### src/rtl/pipeline_ctrl_if.sv
// Hazard inputs and stall/flush controls between the pipeline datapath and pipeline_ctrl.
interface pipeline_ctrl_if;
  localparam int unsigned REG_W = 5;
  localparam int unsigned CNT_W = 32;

  logic [REG_W-1:0] i_id_rs1;
  logic [REG_W-1:0] i_id_rs2;
  logic             i_id_rs1_en;
  logic             i_id_rs2_en;
  logic [REG_W-1:0] i_ex_rd;
  logic             i_ex_mem_read;
  logic             i_ex_redirect;
  logic             i_imem_valid;
  logic             i_dmem_stall;
  logic             i_cnt_clr;

  logic             o_pc_stall;
  logic             o_ifid_stall;
  logic             o_ifid_flush;
  logic             o_idex_stall;
  logic             o_idex_flush;
  logic             o_exmem_stall;
  logic             o_memwb_flush;
  logic             o_redirect_pending;
  logic [CNT_W-1:0] o_stall_cnt;
  logic [CNT_W-1:0] o_flush_cnt;

  // Datapath side: reports hazards, consumes controls.
  modport master (
    output i_id_rs1, i_id_rs2, i_id_rs1_en, i_id_rs2_en, i_ex_rd, i_ex_mem_read,
           i_ex_redirect, i_imem_valid, i_dmem_stall, i_cnt_clr,
    input  o_pc_stall, o_ifid_stall, o_ifid_flush, o_idex_stall, o_idex_flush,
           o_exmem_stall, o_memwb_flush, o_redirect_pending, o_stall_cnt, o_flush_cnt
  );

  // Controller side.
  modport slave (
    input  i_id_rs1, i_id_rs2, i_id_rs1_en, i_id_rs2_en, i_ex_rd, i_ex_mem_read,
           i_ex_redirect, i_imem_valid, i_dmem_stall, i_cnt_clr,
    output o_pc_stall, o_ifid_stall, o_ifid_flush, o_idex_stall, o_idex_flush,
           o_exmem_stall, o_memwb_flush, o_redirect_pending, o_stall_cnt, o_flush_cnt
  );
endinterface

### src/rtl/pipeline_ctrl.sv
// Five-stage pipeline hazard controller: freeze, redirect/drain, load-use and fetch-miss
// handling with stall and redirect performance counters.
module pipeline_ctrl #(
  // Counter ceiling; lowered only to reach saturation in short simulations.
  parameter int unsigned CNT_SAT = 32'hFFFF_FFFF
) (
  input  logic           i_clk,
  input  logic           i_reset,
  pipeline_ctrl_if.slave bus
);
  localparam int unsigned CNT_W = 32;

  typedef enum logic {
    ST_RUN   = 1'b0,
    ST_DRAIN = 1'b1
  } state_t;

  state_t           r_state;
  state_t           w_state_nxt;
  logic             r_lu_block;
  logic [CNT_W-1:0] r_stall_cnt;
  logic [CNT_W-1:0] r_flush_cnt;

  logic w_freeze;
  logic w_redirect;
  logic w_lu_hit;
  logic w_load_use;
  logic w_pc_stall;
  logic w_ifid_stall;
  logic w_ifid_flush;
  logic w_idex_stall;
  logic w_idex_flush;
  logic w_exmem_stall;
  logic w_memwb_flush;
  logic w_redirect_pending;

  // Condition decode in priority order; load-use is masked for the cycle after it fired
  // because the bubble it inserted is what occupies EX then.
  assign w_freeze   = bus.i_dmem_stall;
  assign w_redirect = bus.i_ex_redirect & ~w_freeze;
  assign w_lu_hit   = bus.i_ex_mem_read && (bus.i_ex_rd != 5'd0) &&
                      ((bus.i_id_rs1_en && (bus.i_id_rs1 == bus.i_ex_rd)) ||
                       (bus.i_id_rs2_en && (bus.i_id_rs2 == bus.i_ex_rd)));
  assign w_load_use = w_lu_hit && (r_state == ST_RUN) && !w_freeze &&
                      !bus.i_ex_redirect && !r_lu_block;

  // State register.
  always_ff @(posedge i_clk or negedge i_reset) begin
    if (!i_reset) r_state <= ST_RUN;
    else          r_state <= w_state_nxt;
  end

  // Next-state logic: freeze holds, redirect picks DRAIN on a missing fetch, DRAIN exits
  // once the wrong-path word has arrived.
  always_comb begin
    w_state_nxt = r_state;
    if (w_freeze) begin
      w_state_nxt = r_state;
    end else if (bus.i_ex_redirect) begin
      w_state_nxt = bus.i_imem_valid ? ST_RUN : ST_DRAIN;
    end else if ((r_state == ST_DRAIN) && bus.i_imem_valid) begin
      w_state_nxt = ST_RUN;
    end
  end

  // Output decode; during reset the downstream registers are flushed.
  always_comb begin
    w_pc_stall         = 1'b0;
    w_ifid_stall       = 1'b0;
    w_ifid_flush       = 1'b0;
    w_idex_stall       = 1'b0;
    w_idex_flush       = 1'b0;
    w_exmem_stall      = 1'b0;
    w_memwb_flush      = 1'b0;
    w_redirect_pending = 1'b0;
    if (!i_reset) begin
      w_ifid_flush  = 1'b1;
      w_idex_flush  = 1'b1;
      w_memwb_flush = 1'b1;
    end else begin
      w_redirect_pending = (r_state == ST_DRAIN);
      if (w_freeze) begin
        w_pc_stall    = 1'b1;
        w_ifid_stall  = 1'b1;
        w_idex_stall  = 1'b1;
        w_exmem_stall = 1'b1;
        w_memwb_flush = 1'b1;
      end else if (w_redirect) begin
        w_ifid_flush = 1'b1;
        w_idex_flush = 1'b1;
      end else if (r_state == ST_DRAIN) begin
        w_pc_stall   = 1'b1;
        w_ifid_flush = 1'b1;
      end else if (w_load_use) begin
        w_pc_stall   = 1'b1;
        w_ifid_stall = 1'b1;
        w_idex_flush = 1'b1;
      end else if (!bus.i_imem_valid) begin
        w_pc_stall   = 1'b1;
        w_ifid_flush = 1'b1;
      end
    end
  end

  // Load-use mask: set when the bubble is inserted, held across a freeze so the bubble
  // still sitting in ID/EX is not mistaken for a fresh hazard.
  always_ff @(posedge i_clk or negedge i_reset) begin
    if (!i_reset)        r_lu_block <= 1'b0;
    else if (w_load_use) r_lu_block <= 1'b1;
    else if (!w_freeze)  r_lu_block <= 1'b0;
  end

  // Saturating performance counters; clear wins over increment.
  always_ff @(posedge i_clk or negedge i_reset) begin
    if (!i_reset) begin
      r_stall_cnt <= '0;
      r_flush_cnt <= '0;
    end else if (bus.i_cnt_clr) begin
      r_stall_cnt <= '0;
      r_flush_cnt <= '0;
    end else begin
      if (w_pc_stall && (r_stall_cnt != CNT_W'(CNT_SAT))) r_stall_cnt <= r_stall_cnt + CNT_W'(1);
      if (w_redirect && (r_flush_cnt != CNT_W'(CNT_SAT))) r_flush_cnt <= r_flush_cnt + CNT_W'(1);
    end
  end

  assign bus.o_pc_stall         = w_pc_stall;
  assign bus.o_ifid_stall       = w_ifid_stall;
  assign bus.o_ifid_flush       = w_ifid_flush;
  assign bus.o_idex_stall       = w_idex_stall;
  assign bus.o_idex_flush       = w_idex_flush;
  assign bus.o_exmem_stall      = w_exmem_stall;
  assign bus.o_memwb_flush      = w_memwb_flush;
  assign bus.o_redirect_pending = w_redirect_pending;
  assign bus.o_stall_cnt        = r_stall_cnt;
  assign bus.o_flush_cnt        = r_flush_cnt;

endmodule
### src/flat_wrapper.sv
// flat-port wrapper written by rule: the top's interface ports become plain ports
module pipeline_ctrl_flat 
#(
                                                                            
  parameter int unsigned CNT_SAT = 32'hFFFF_FFFF
)
  (i_clk, i_reset, bus_i_id_rs1, bus_i_id_rs2, bus_i_id_rs1_en, bus_i_id_rs2_en, bus_i_ex_rd, bus_i_ex_mem_read, bus_i_ex_redirect, bus_i_imem_valid, bus_i_dmem_stall, bus_i_cnt_clr, bus_o_pc_stall, bus_o_ifid_stall, bus_o_ifid_flush, bus_o_idex_stall, bus_o_idex_flush, bus_o_exmem_stall, bus_o_memwb_flush, bus_o_redirect_pending, bus_o_stall_cnt, bus_o_flush_cnt);
  pipeline_ctrl_if bus_i ();
  input  logic i_clk;
  input  logic i_reset;
  input wire logic [$bits(bus_i.i_id_rs1)-1:0] bus_i_id_rs1;
  input wire logic [$bits(bus_i.i_id_rs2)-1:0] bus_i_id_rs2;
  input wire logic [$bits(bus_i.i_id_rs1_en)-1:0] bus_i_id_rs1_en;
  input wire logic [$bits(bus_i.i_id_rs2_en)-1:0] bus_i_id_rs2_en;
  input wire logic [$bits(bus_i.i_ex_rd)-1:0] bus_i_ex_rd;
  input wire logic [$bits(bus_i.i_ex_mem_read)-1:0] bus_i_ex_mem_read;
  input wire logic [$bits(bus_i.i_ex_redirect)-1:0] bus_i_ex_redirect;
  input wire logic [$bits(bus_i.i_imem_valid)-1:0] bus_i_imem_valid;
  input wire logic [$bits(bus_i.i_dmem_stall)-1:0] bus_i_dmem_stall;
  input wire logic [$bits(bus_i.i_cnt_clr)-1:0] bus_i_cnt_clr;
  output wire logic [$bits(bus_i.o_pc_stall)-1:0] bus_o_pc_stall;
  output wire logic [$bits(bus_i.o_ifid_stall)-1:0] bus_o_ifid_stall;
  output wire logic [$bits(bus_i.o_ifid_flush)-1:0] bus_o_ifid_flush;
  output wire logic [$bits(bus_i.o_idex_stall)-1:0] bus_o_idex_stall;
  output wire logic [$bits(bus_i.o_idex_flush)-1:0] bus_o_idex_flush;
  output wire logic [$bits(bus_i.o_exmem_stall)-1:0] bus_o_exmem_stall;
  output wire logic [$bits(bus_i.o_memwb_flush)-1:0] bus_o_memwb_flush;
  output wire logic [$bits(bus_i.o_redirect_pending)-1:0] bus_o_redirect_pending;
  output wire logic [$bits(bus_i.o_stall_cnt)-1:0] bus_o_stall_cnt;
  output wire logic [$bits(bus_i.o_flush_cnt)-1:0] bus_o_flush_cnt;
  assign bus_i.i_id_rs1 = bus_i_id_rs1;
  assign bus_i.i_id_rs2 = bus_i_id_rs2;
  assign bus_i.i_id_rs1_en = bus_i_id_rs1_en;
  assign bus_i.i_id_rs2_en = bus_i_id_rs2_en;
  assign bus_i.i_ex_rd = bus_i_ex_rd;
  assign bus_i.i_ex_mem_read = bus_i_ex_mem_read;
  assign bus_i.i_ex_redirect = bus_i_ex_redirect;
  assign bus_i.i_imem_valid = bus_i_imem_valid;
  assign bus_i.i_dmem_stall = bus_i_dmem_stall;
  assign bus_i.i_cnt_clr = bus_i_cnt_clr;
  assign bus_o_pc_stall = bus_i.o_pc_stall;
  assign bus_o_ifid_stall = bus_i.o_ifid_stall;
  assign bus_o_ifid_flush = bus_i.o_ifid_flush;
  assign bus_o_idex_stall = bus_i.o_idex_stall;
  assign bus_o_idex_flush = bus_i.o_idex_flush;
  assign bus_o_exmem_stall = bus_i.o_exmem_stall;
  assign bus_o_memwb_flush = bus_i.o_memwb_flush;
  assign bus_o_redirect_pending = bus_i.o_redirect_pending;
  assign bus_o_stall_cnt = bus_i.o_stall_cnt;
  assign bus_o_flush_cnt = bus_i.o_flush_cnt;
  pipeline_ctrl #(.CNT_SAT(CNT_SAT)) u_core (.i_clk(i_clk), .i_reset(i_reset), .bus(bus_i));
endmodule
### config.mk
export PLATFORM = sky130hd
export DESIGN_NAME = pipeline_ctrl_flat
export DESIGN_NICKNAME = d
export VERILOG_FILES = /design/src/rtl/pipeline_ctrl_if.sv /design/src/rtl/pipeline_ctrl.sv /design/src/flat_wrapper.sv
export SDC_FILE = /design/constraint.sdc
export NUM_CORES = 1
export LEC_CHECK = 0
export CORE_ASPECT_RATIO = 0.6
export CORE_UTILIZATION = 55
export CTS_BUF_LIST = sky130_fd_sc_hd__clkbuf_4 sky130_fd_sc_hd__clkbuf_8
export DETAILED_ROUTE_END_ITERATION = 6
export DONT_BUFFER_PORTS = 1
export PLACE_DENSITY = 0.82
export SLEW_MARGIN = 25
export SYNTH_ARGS = -nofsm -noshare
export SYNTH_HDL_FRONTEND = slang
export SYNTH_SLANG_ARGS = --single-unit
### constraint.sdc
create_clock -name i_clk -period 2.8 [get_ports i_clk]
set_input_delay 0.84 -clock i_clk [delete_from_list [all_inputs] [get_ports i_clk]]
set_output_delay 0.84 -clock i_clk [all_outputs]
set_load 0.03 [all_outputs]
==> flow_metrics.env, run 1 <==
export IMPL_drt_wl_total_um=10500
export IMPL_n_fill_cell=517
export IMPL_die_x_um=110
export IMPL_wl_met3_um=1080
export IMPL_synth_edf_count=0
export IMPL_antenna_found_initial=0
export IMPL_synth_ff_type="dfrtp_1"
export IMPL_yosys_warnings=0
export IMPL_grt_max_degree=76
export IMPL_viasPerCell=6.44
export IMPL_drive_above_1_share_pct=18.7
export IMPL_clk_pin_slew_worst_paths_ps=70
export IMPL_hold_violations=0
export IMPL_grt_pass1_vias=3228
export IMPL_highest_layer="met4"
export IMPL_clk_latency_ps=340
export IMPL_final_cell_mix="dfrtp_1, nor2_1, buf_4, nand2_1, a21oi_1"
export IMPL_synth_xor_area_share_pct=9.07
export IMPL_dr_wl_met2_um=4610
export IMPL_setup_ws_ps=-47.0
export IMPL_drt_pass1_iter_count=5
export IMPL_worstPathArrival_ps=2010
export IMPL_track_usage_pct=29.5
export IMPL_synth_compound_area_share_pct=10.7
export IMPL_wl_met1_um=4660
export IMPL_power_density_nw_per_um2=444
export IMPL_critPathLaunchType="primary input"
export IMPL_synth_top_family_by_area="simple AND/OR/NAND/NOR gates"
export IMPL_r2r_cells=9
export IMPL_violations="negative setup slack"
export IMPL_nets=492
export IMPL_ctsHtreeMaxLevel=3
export IMPL_yosysUniqueCellTypes=46
export IMPL_io_pins=96
export IMPL_vias=3596
export IMPL_endpoint="bus_o_ifid_stall"
export IMPL_fin_crit_sh_pct=102
export IMPL_core_area_um2=6730
export IMPL_muxShareOfSynthArea_pct=1.13
export IMPL_worstPathRequired_ps=1960
export IMPL_worstMarginPinSlew_ps=450
export IMPL_final_common_cell="dfrtp_1"
export IMPL_dp_hpwl_um=7160
export IMPL_period_minus_slack_ps=2850
export IMPL_leakage_nw=1.86
export IMPL_skew_ps=9.70
export IMPL_end_kind="primary output"
export IMPL_start_util_pct=57.3
export IMPL_drv_slew=0
export IMPL_route_detailed_drc=0
export IMPL_crit_type="in -> out"
export IMPL_gp_congestion=0.892
export IMPL_r2r_slack_ps=260
export IMPL_timing_fmax_ghz=0.351
export IMPL_std_cell_rows=23
export IMPL_avgSynthCellArea_um2=9.00
export IMPL_cts_sink_count=66
export IMPL_syn_inst=429
export IMPL_cts_hold_buf=0
export IMPL_rsz0062_at_grt="yes"
export IMPL_first_iter_violations=264
export IMPL_synth_ff_latch_count=66
export IMPL_cp_max_fo=2
export IMPL_cts_tree="done"
export IMPL_seq_area_frac_synth_pct=42.8
export IMPL_area_growth_pct=20.2
export IMPL_cts_buffer_depth=2
export IMPL_maxCapViolCount=0
export IMPL_slew_headroom_pct=69.6
export IMPL_cts_buffers_inserted=9
export IMPL_synth_simple_gate_area_share_pct=32.9
export IMPL_syn_num_nets=455
export IMPL_avgRoutedWirePerCell_um=18.7
export IMPL_fin_tns_setup_ps=-93.6
export IMPL_total_power_mw=2.06
export IMPL_r2r_start="u_core.r_state"
export IMPL_async_reset_ff_share_pct=100
export IMPL_synth_adder_area_share_pct=0.648
export IMPL_r2r_end="u_core.bus.o_stall_cnt[8]"
export IMPL_io_buffers=0
export IMPL_setup_viol=3
export IMPL_die_h_um=66.9
export IMPL_cts_root_buffer="clkbuf_8"
export IMPL_antenna_left=0
export IMPL_hold_class="in -> async"
export IMPL_grt_pass1_wl_um=16200
export IMPL_antenna_diode_count=0
export IMPL_ir_worst_vdd_mv=0.459
export IMPL_critPathLaunch="bus_i_id_rs1[1]"
export IMPL_grt_ovfl_total=0
export IMPL_dieArea_um2=7370
export IMPL_synth_area_um2=3860
export IMPL_status="complete, but fails checks"
-- metrics by stage --
stage	cells	instance area, um2	setup slack [ps]	hold slack [ps]	util, %
2_1_floorplan	429	3920	-37.2	450	-
3_3_place_gp	540	4260	-57.6	479	63.3
3_5_place_dp	540	4260	-181	466	63.3
4_1_cts	558	4570	-43.0	164	67.9
5_1_grt	558	4640	-119	157	68.9
6_report	558	4640	-47.0	184	68.9
-- cells in the mapped netlist, types with 3 or more instances --
master / instances / share of area, %
xnor2_1: 20 / 4.5
nand2_1: 33 / 3.2
and4_1: 9 / 2.0
mux2_2: 3 / 0.87
a21oi_1: 28 / 3.6
nor4_1: 6 / 0.97
o31ai_1: 10 / 1.9
nor2_1: 44 / 4.3
clkbuf_1: 14 / 1.4
o21ai_0: 18 / 2.3
inv_1: 7 / 0.68
dfrtp_1: 66 / 43
nor4b_1: 4 / 0.91
or3_1: 16 / 2.6
xor2_1: 20 / 4.5
nor2b_1: 6 / 0.97
nand3_1: 26 / 3.4
or4_1: 12 / 2.3
and3_1: 12 / 1.9
nor3_1: 12 / 1.6
and2_1: 12 / 1.9
nor3b_1: 3 / 0.58
nand4_1: 21 / 3.4
-- routing by layer --
layer  global-route usage (%)  vias to the layer above
met1                     41.9                     1757
li1                         -                     1634
met2                     42.7                      193
met3                     10.5                       12
met5                        0                        -
met4                     7.24                        0
-- worst max-delay path: stages --
cell and delay (ps):
xor2_4 170, nor4_4 290, a22o_1 250, buf_6 120, a41o_1 190, buf_6 140
-- area by class of cell --
class                      instances  area, um2  share of cell area [%]
inverter                           7       33.8                   0.728
sequential                        66       1650                    35.6
timing repair buffer              44        350                    7.55
tap                               87        109                    2.35
clock inverter                     4       72.6                    1.56
clock buffer                      12        165                    3.56
multi-input combinational        338       2260                    48.7
-- how the worst min path moves through the flow --
stage | to | slack [ps] | cells after the start
floorplan | u_core.r_lu_block | 450 | 2
global placement | u_core.r_lu_block | 480 | 2
detailed placement | u_core.r_lu_block | 470 | 2
CTS | u_core.bus.o_flush_cnt[30] | 160 | 0
global route | u_core.bus.o_flush_cnt[30] | 160 | 0
finish | u_core.bus.o_flush_cnt[22] | 180 | 0
-- power by group --
group	switching, mW	internal, mW	total, mW
clock	0.369	0.573	0.942
sequential	0.00918	0.958	0.967
combinational	0.0845	0.0664	0.151
-- repair_timing --
item                                    4_1_cts  5_1_grt
pin swaps                                     6        7
hold endpoints to repair                      0        0
gates cloned                                  0        0
endpoints found under the setup margin        4        4
gates resized for setup                       9        9
buffers inserted                              2        0
-- cells by family after synthesis --
family,after synthesis
DFF,66
AOI/OAI and AO/OA,66
xor gates and xnor gates,40
muxes,4
buffers and inverters,25
and+or+nand+nor,226
adders and majority gates,2
-- registers in the layout, indices dropped and copies added (netlist names) --
register,cells
u_core.r_state,1
u_core.bus.o_stall_cnt,32
u_core.r_lu_block,1
u_core.bus.o_flush_cnt,32
No activity file was read; power rests on OpenSTA's default activity.
==> run 2: changes to the inputs <==
--- a/config.mk
+++ b/config.mk
@@ -6,11 +6,11 @@
 export NUM_CORES = 1
 export LEC_CHECK = 0
 export CORE_ASPECT_RATIO = 0.6
-export CORE_UTILIZATION = 55
+export CORE_UTILIZATION = 60
 export CTS_BUF_LIST = sky130_fd_sc_hd__clkbuf_4 sky130_fd_sc_hd__clkbuf_8
 export DETAILED_ROUTE_END_ITERATION = 6
 export DONT_BUFFER_PORTS = 1
-export PLACE_DENSITY = 0.82
+export PLACE_DENSITY = 0.84
 export SLEW_MARGIN = 25
 export SYNTH_ARGS = -nofsm -noshare
 export SYNTH_HDL_FRONTEND = slang
==> run 2 against run 1 <==
The run still ends with negative setup slack left. Cell count fell by 2.9%. Hold slack improved by 5.9 ps. Total power fell by 3.7%. Global-route usage rose by 2.1 points. Critical endpoint is now bus_o_idex_flush. Largest power group unchanged.
==> flow_metrics.env, run 2 (synthesis results as in run 1) <==
export IMPL_status="complete, but fails checks"
export IMPL_violations="negative setup slack"
export IMPL_area_growth_pct=15.9
export IMPL_drt_pass1_iter_count=5
export IMPL_io_buffers=0
export IMPL_multi_input_area_um2=2210
export IMPL_std_cell_rows=22
export IMPL_antenna_left=0
export IMPL_fin_cells=542
export IMPL_setup_ws_ps=-152
export IMPL_pwr_share_clk_pct=44.4
export IMPL_dieArea_um2=6770
export IMPL_slew_headroom_pct=64.9
export IMPL_ctsHtreeMaxLevel=3
export IMPL_hold_violations=0
export IMPL_worstPathRequired_ps=1960
export IMPL_clk_pin_slew_worst_paths_ps=80
export IMPL_power_density_nw_per_um2=443
export IMPL_dp_hpwl_um=7070
export IMPL_avgRoutedWirePerCell_um=18.9
export IMPL_skew_ps=10.8
export IMPL_r2r_start="u_core.r_lu_block"
export IMPL_switchingPower_mw=0.446
export IMPL_final_cell_mix="dfrtp_1, nor2_1, nand2_1, buf_4, a21oi_1"
export IMPL_period_minus_slack_ps=2950
export IMPL_cts_buffers_inserted=9
export IMPL_drt_wl_total_um=10300
export IMPL_antenna_found_initial=0
export IMPL_cp_slowest_cell="nor4_2"
export IMPL_rsz0062_at_grt="yes"
export IMPL_cp_slowest_stage_delay_ps=360
export IMPL_first_iter_violations=280
export IMPL_path_buf_inv=0
export IMPL_route_detailed_drc=0
export IMPL_grt_pass1_wl_um=16500
export IMPL_core_area_um2=6170
export IMPL_cp_max_fo=3
export IMPL_n_fill_cell=486
export IMPL_drv_slew=0
export IMPL_worstPathArrival_ps=2110
export IMPL_viasPerCell=6.51
export IMPL_endpoint="bus_o_idex_flush"
export IMPL_antenna_diode_count=0
export IMPL_clk_latency_ps=340
export IMPL_die_x_um=106
export IMPL_dp_cells=526
export IMPL_vias=3528
export IMPL_grt_max_degree=76
export IMPL_end_kind="primary output"
export IMPL_grt_pass1_vias=3287
export IMPL_drive_above_1_share_pct=15.5
export IMPL_nets=481
export IMPL_r2r_slack_ps=290
export IMPL_worst_path_stages=5
export IMPL_switching_share_pct=22.5
export IMPL_r2r_cells=8
export IMPL_critPathLaunchType="primary input"
export IMPL_maxCapViolCount=0
export IMPL_cts_root_buffer="clkbuf_8"
export IMPL_pwr_share_seq_pct=48.8
export IMPL_hold_class="in -> async"
export IMPL_ir_worst_vdd_mv=0.322
export IMPL_gp_congestion=0.897
export IMPL_fin_crit_sh_pct=105
export IMPL_cts_tree="done"
export IMPL_crit_family="compound AO/OA/AOI/OAI gates"
export IMPL_die_h_um=64.1
export IMPL_r2r_end="u_core.bus.o_stall_cnt[15]"
export IMPL_setup_viol=4
export IMPL_cts_buffer_depth=2
export IMPL_cts_sink_count=66
export IMPL_intPower_mw=1.54
export IMPL_crit_type="in -> out"
export IMPL_p_comb_share_pct=6.9
export IMPL_final_common_cell="dfrtp_1"
export IMPL_grt_ovfl_total=0
export IMPL_seqCellArea_um2=1650
export IMPL_critPathLaunch="bus_i_ex_rd[2]"
export IMPL_total_power_mw=1.98
export IMPL_track_usage_pct=31.7
export IMPL_start_util_pct=62.6
export IMPL_cts_hold_buf=0
export IMPL_worstMarginPinSlew_ps=524
export IMPL_crit_chain="xor2_1 > nor4_2 > a22o_1 > nand3_2 > a21oi_4"
export IMPL_leakage_nw=1.79
export IMPL_io_pins=96
export IMPL_timing_fmax_ghz=0.339
==> run 2: cell types whose count changed in the layout (fill, tap and decap cells not counted), sizes merged <==
| cell | change |
|---|---|
| clkbuf | -1 |
| buf | -11 |
| clkinvlp | -1 |
==> run 2: routing by layer <==
layer  part of all wire [%]  vias to the layer above  GRT usage, %
li1                       -                     1612             -
met1                     43                     1718          42.0
met2                     45                      181          48.0
met3                     10                       17          13.6
met4                    1.5                        0          8.16
met5                      0                        -             0
==> run 2: worst register-to-register path, stage by stage, from the launching register on <==
cell,delay [ps]
dfrtp_1,400
or4b_4,550
a21oi_4,180
buf_12,130
a22o_4,120
nand3b_4,200
buf_4,260
or3_1,350
a21oi_1,230
==> run 2: power groups by stage <==
stage | sequential, mW | combinational [mW] | clock, mW
final | 0.967 | 0.136 | 0.880
after global routing | 0.967 | 0.144 | 0.939
after CTS | 0.967 | 0.126 | 0.893
after detailed placement | 0.986 | 0.121 | 0
after global placement | 0.985 | 0.117 | 0
after floorplan | 0.988 | 0.102 | 0
==> run 2: area by class of cell <==
| class | count | area share, % |
|---|---|---|
| Multi-Input combinational cell | 338 | 49.4 |
| Sequential cell | 66 | 36.9 |
| Timing Repair Buffer | 33 | 5.90 |
| Clock buffer | 11 | 3.24 |
| Tap cell | 84 | 2.35 |
| Clock inverter | 3 | 1.45 |
| Inverter | 7 | 0.755 |
==> run 2: worst min path at each step <==
stage	endpoint	startpoint	cells after the start
detailed placement	u_core.r_lu_block	u_core.r_lu_block	2
global route	u_core.bus.o_stall_cnt[28]	i_reset	0
global placement	u_core.r_lu_block	u_core.r_lu_block	2
CTS	u_core.bus.o_stall_cnt[29]	i_reset	0
floorplan	u_core.r_lu_block	u_core.r_lu_block	2
finish	u_core.bus.o_stall_cnt[28]	i_reset	0
==> run 2: stage by stage <==
stage | util [%] | instance area (um2) | TNS, ps | hold WS [ps] | worst slack [ps]
after floorplan | - | 3920 | -93.4 | 450 | -37.2
after global routing | 72.6 | 4470 | -598 | 158 | -202
final | 72.6 | 4470 | -374 | 190 | -152
after detailed placement | 67.7 | 4180 | -2640 | 504 | -308
after CTS | 71.5 | 4410 | -387 | 169 | -108
after global placement | 67.7 | 4180 | -274 | 463 | -122
==> run 2: repair_timing <==
action / in CTS / in global routing
buffers inserted: 1 / 1
pin swaps: 4 / 4
gates resized for setup: 3 / 8
hold endpoints to repair: 0 / 0
endpoints found under the setup margin: 4 / 4
==> run 3: changes to the inputs <==
--- a/config.mk
+++ b/config.mk
@@ -6,11 +6,12 @@
 export NUM_CORES = 1
 export LEC_CHECK = 0
 export CORE_ASPECT_RATIO = 0.6
-export CORE_UTILIZATION = 60
+export CORE_UTILIZATION = 55
 export CTS_BUF_LIST = sky130_fd_sc_hd__clkbuf_4 sky130_fd_sc_hd__clkbuf_8
 export DETAILED_ROUTE_END_ITERATION = 6
 export DONT_BUFFER_PORTS = 1
-export PLACE_DENSITY = 0.84
+export GPL_ROUTABILITY_DRIVEN = 0
+export PLACE_DENSITY = 0.78
 export SLEW_MARGIN = 25
 export SYNTH_ARGS = -nofsm -noshare
 export SYNTH_HDL_FRONTEND = slang
==> run 3 against run 2 <==
The flow still finishes with violations (negative setup slack). Die area rose by 8.9%. Clock skew decreased by 2.5 ps. Total power shrank 0.36%. Highest routed layer unchanged.
==> flow_metrics.env, run 3 (synthesis results as in run 1) <==
export IMPL_endpoint="bus_o_pc_stall"
export IMPL_ir_worst_vdd_mv=0.290
export IMPL_cts_buffers_inserted=9
export IMPL_clk_latency_ps=350
export IMPL_dp_cells=538
export IMPL_fin_crit_sh_pct=101
export IMPL_antenna_found_initial=0
export IMPL_pwr_share_clk_pct=42.9
export IMPL_antenna_left=0
export IMPL_hold_violations=0
export IMPL_final_cell_mix="dfrtp_1, nor2_1, buf_4, nand2_1, a21oi_1"
export IMPL_cts_sink_count=66
export IMPL_std_cell_rows=23
export IMPL_worstMarginPinSlew_ps=711
export IMPL_route_detailed_drc=0
export IMPL_cp_max_fo=2
export IMPL_track_usage_pct=28.9
export IMPL_setup_viol=4
export IMPL_io_buffers=0
export IMPL_clk_pin_slew_worst_paths_ps=70
export IMPL_timing_fmax_ghz=0.353
export IMPL_switching_share_pct=23.3
export IMPL_dp_slack_ps=-133
export IMPL_worstPathArrival_ps=1990
export IMPL_drt_wl_total_um=10700
export IMPL_critPathLaunch="bus_i_id_rs1[0]"
export IMPL_drv_slew=0
export IMPL_violations="negative setup slack"
export IMPL_grt_max_degree=76
export IMPL_cts_buffer_depth=2
export IMPL_r2r_cells=6
export IMPL_dieArea_um2=7370
export IMPL_cts_hold_buf=0
export IMPL_setup_ws_ps=-34.9
export IMPL_r2r_start="u_core.r_state"
export IMPL_power_density_nw_per_um2=423
export IMPL_crit_chain="xnor2_1 > and2_1 > a22o_1 > buf_6 > a32oi_4 > inv_8"
export IMPL_switchingPower_mw=0.461
export IMPL_drt_pass1_iter_count=5
export IMPL_first_iter_violations=219
export IMPL_die_h_um=66.9
export IMPL_period_minus_slack_ps=2830
export IMPL_nets=495
export IMPL_skew_ps=8.28
export IMPL_vias=3522
export IMPL_r2r_end="u_core.bus.o_stall_cnt[26]"
export IMPL_slew_headroom_pct=52.6
export IMPL_antenna_diode_count=0
export IMPL_grt_pass1_vias=3251
export IMPL_cts_root_buffer="clkbuf_8"
export IMPL_grt_ovfl_total=0
export IMPL_worstPathRequired_ps=1960
export IMPL_dp_hpwl_um=6900
export IMPL_maxCapViolCount=0
export IMPL_utilization_pct=69.4
export IMPL_cts_tree="done"
export IMPL_p_comb_share_pct=8.1
export IMPL_core_area_um2=6730
export IMPL_die_x_um=110
export IMPL_r2r_slack_ps=280
export IMPL_drive_above_1_share_pct=19.0
export IMPL_status="complete, but fails checks"
export IMPL_area_growth_pct=21.1
export IMPL_intPower_mw=1.52
export IMPL_pwr_share_seq_pct=48.9
export IMPL_crit_type="in -> out"
export IMPL_io_pins=96
export IMPL_cp_slowest_cell="a32oi_4"
export IMPL_leakage_nw=1.87
export IMPL_hold_class="in -> async"
export IMPL_cp_slowest_stage_delay_ps=390
export IMPL_total_power_mw=1.98
export IMPL_critPathLaunchType="primary input"
export IMPL_final_common_cell="dfrtp_1"
export IMPL_end_kind="primary output"
export IMPL_grt_pass1_wl_um=15800
export IMPL_ctsHtreeMaxLevel=3
export IMPL_fin_cells=560
export IMPL_avgRoutedWirePerCell_um=19.0
export IMPL_viasPerCell=6.29
export IMPL_start_util_pct=57.3
export IMPL_rsz0062_at_grt="yes"
## run 3: changes by cell type in the layout (fill, tap and decap cells not counted), sizes merged
cell    change
buf        +12
clkbuf      +2
nand3b      +2
bufinv      -1
## run 3: metal layers
| metal | share of wire (%) | global-route usage (%) | routed length, um | vias up |
|---|---|---|---|---|
| li1 | - | - | - | 1639 |
| met1 | 44 | 40.2 | 4660 | 1695 |
| met2 | 44 | 41.6 | 4650 | 172 |
| met3 | 11 | 9.59 | 1210 | 16 |
| met4 | 1.3 | 10.2 | 136 | 0 |
| met5 | 0 | 0 | 0 | - |
## run 3: final cells by class
| type | instances | area (um2) |
|---|---|---|
| Inverter | 7 | 33.8 |
| Timing Repair Buffer | 45 | 349 |
| Fill cell | 525 | 2060 |
| Multi-Input combinational cell | 340 | 2320 |
| Clock inverter | 2 | 35.0 |
| Tap cell | 87 | 109 |
| Sequential cell | 66 | 1650 |
| Clock buffer | 13 | 173 |
## run 3: worst max-delay path, delay by kind of cell
kind | cells | cell delay (ps)
xor+xnor | 1 | 90
compound gates | 2 | 670
simple gates | 1 | 180
buf+inv | 2 | 200
## run 3: power groups by stage
| stage | registers, mW | logic (mW) | clock network, mW |
|---|---|---|---|
| CTS | 0.967 | 0.133 | 0.874 |
| detailed placement | 0.985 | 0.120 | 0 |
| floorplan | 0.988 | 0.102 | 0 |
| global route | 0.967 | 0.171 | 0.910 |
| global placement | 0.985 | 0.117 | 0 |
| finish | 0.967 | 0.160 | 0.849 |
## run 3: stage by stage
stage	cell area (um2)	setup TNS [ps]	hold WS, ps
after detailed placement	4230	-1260	483
after CTS	4520	-15.7	155
after global routing	4670	-313	154
after global placement	4230	-261	464
after floorplan	3920	-93.4	450
final	4670	-103	173
## run 3: what timing repair did
item,CTS,global route
resized for setup,5,18
buffers inserted,7,0
setup endpoints to repair,4,20
pin swaps,5,12
cloned,0,2
## run 3: worst min path at each step
| stage | end | slack, ps | cells past startpoint | from |
|---|---|---|---|---|
| 4_1_cts | u_core.bus.o_flush_cnt[22] | 160 | 0 | i_reset |
| 6_report | u_core.bus.o_flush_cnt[22] | 170 | 0 | i_reset |
| 5_1_grt | u_core.bus.o_stall_cnt[28] | 150 | 0 | i_reset |
| 3_5_place_dp | u_core.r_lu_block | 480 | 2 | u_core.r_lu_block |
| 2_1_floorplan | u_core.r_lu_block | 450 | 2 | u_core.r_lu_block |
| 3_3_place_gp | u_core.r_lu_block | 460 | 2 | u_core.r_lu_block |
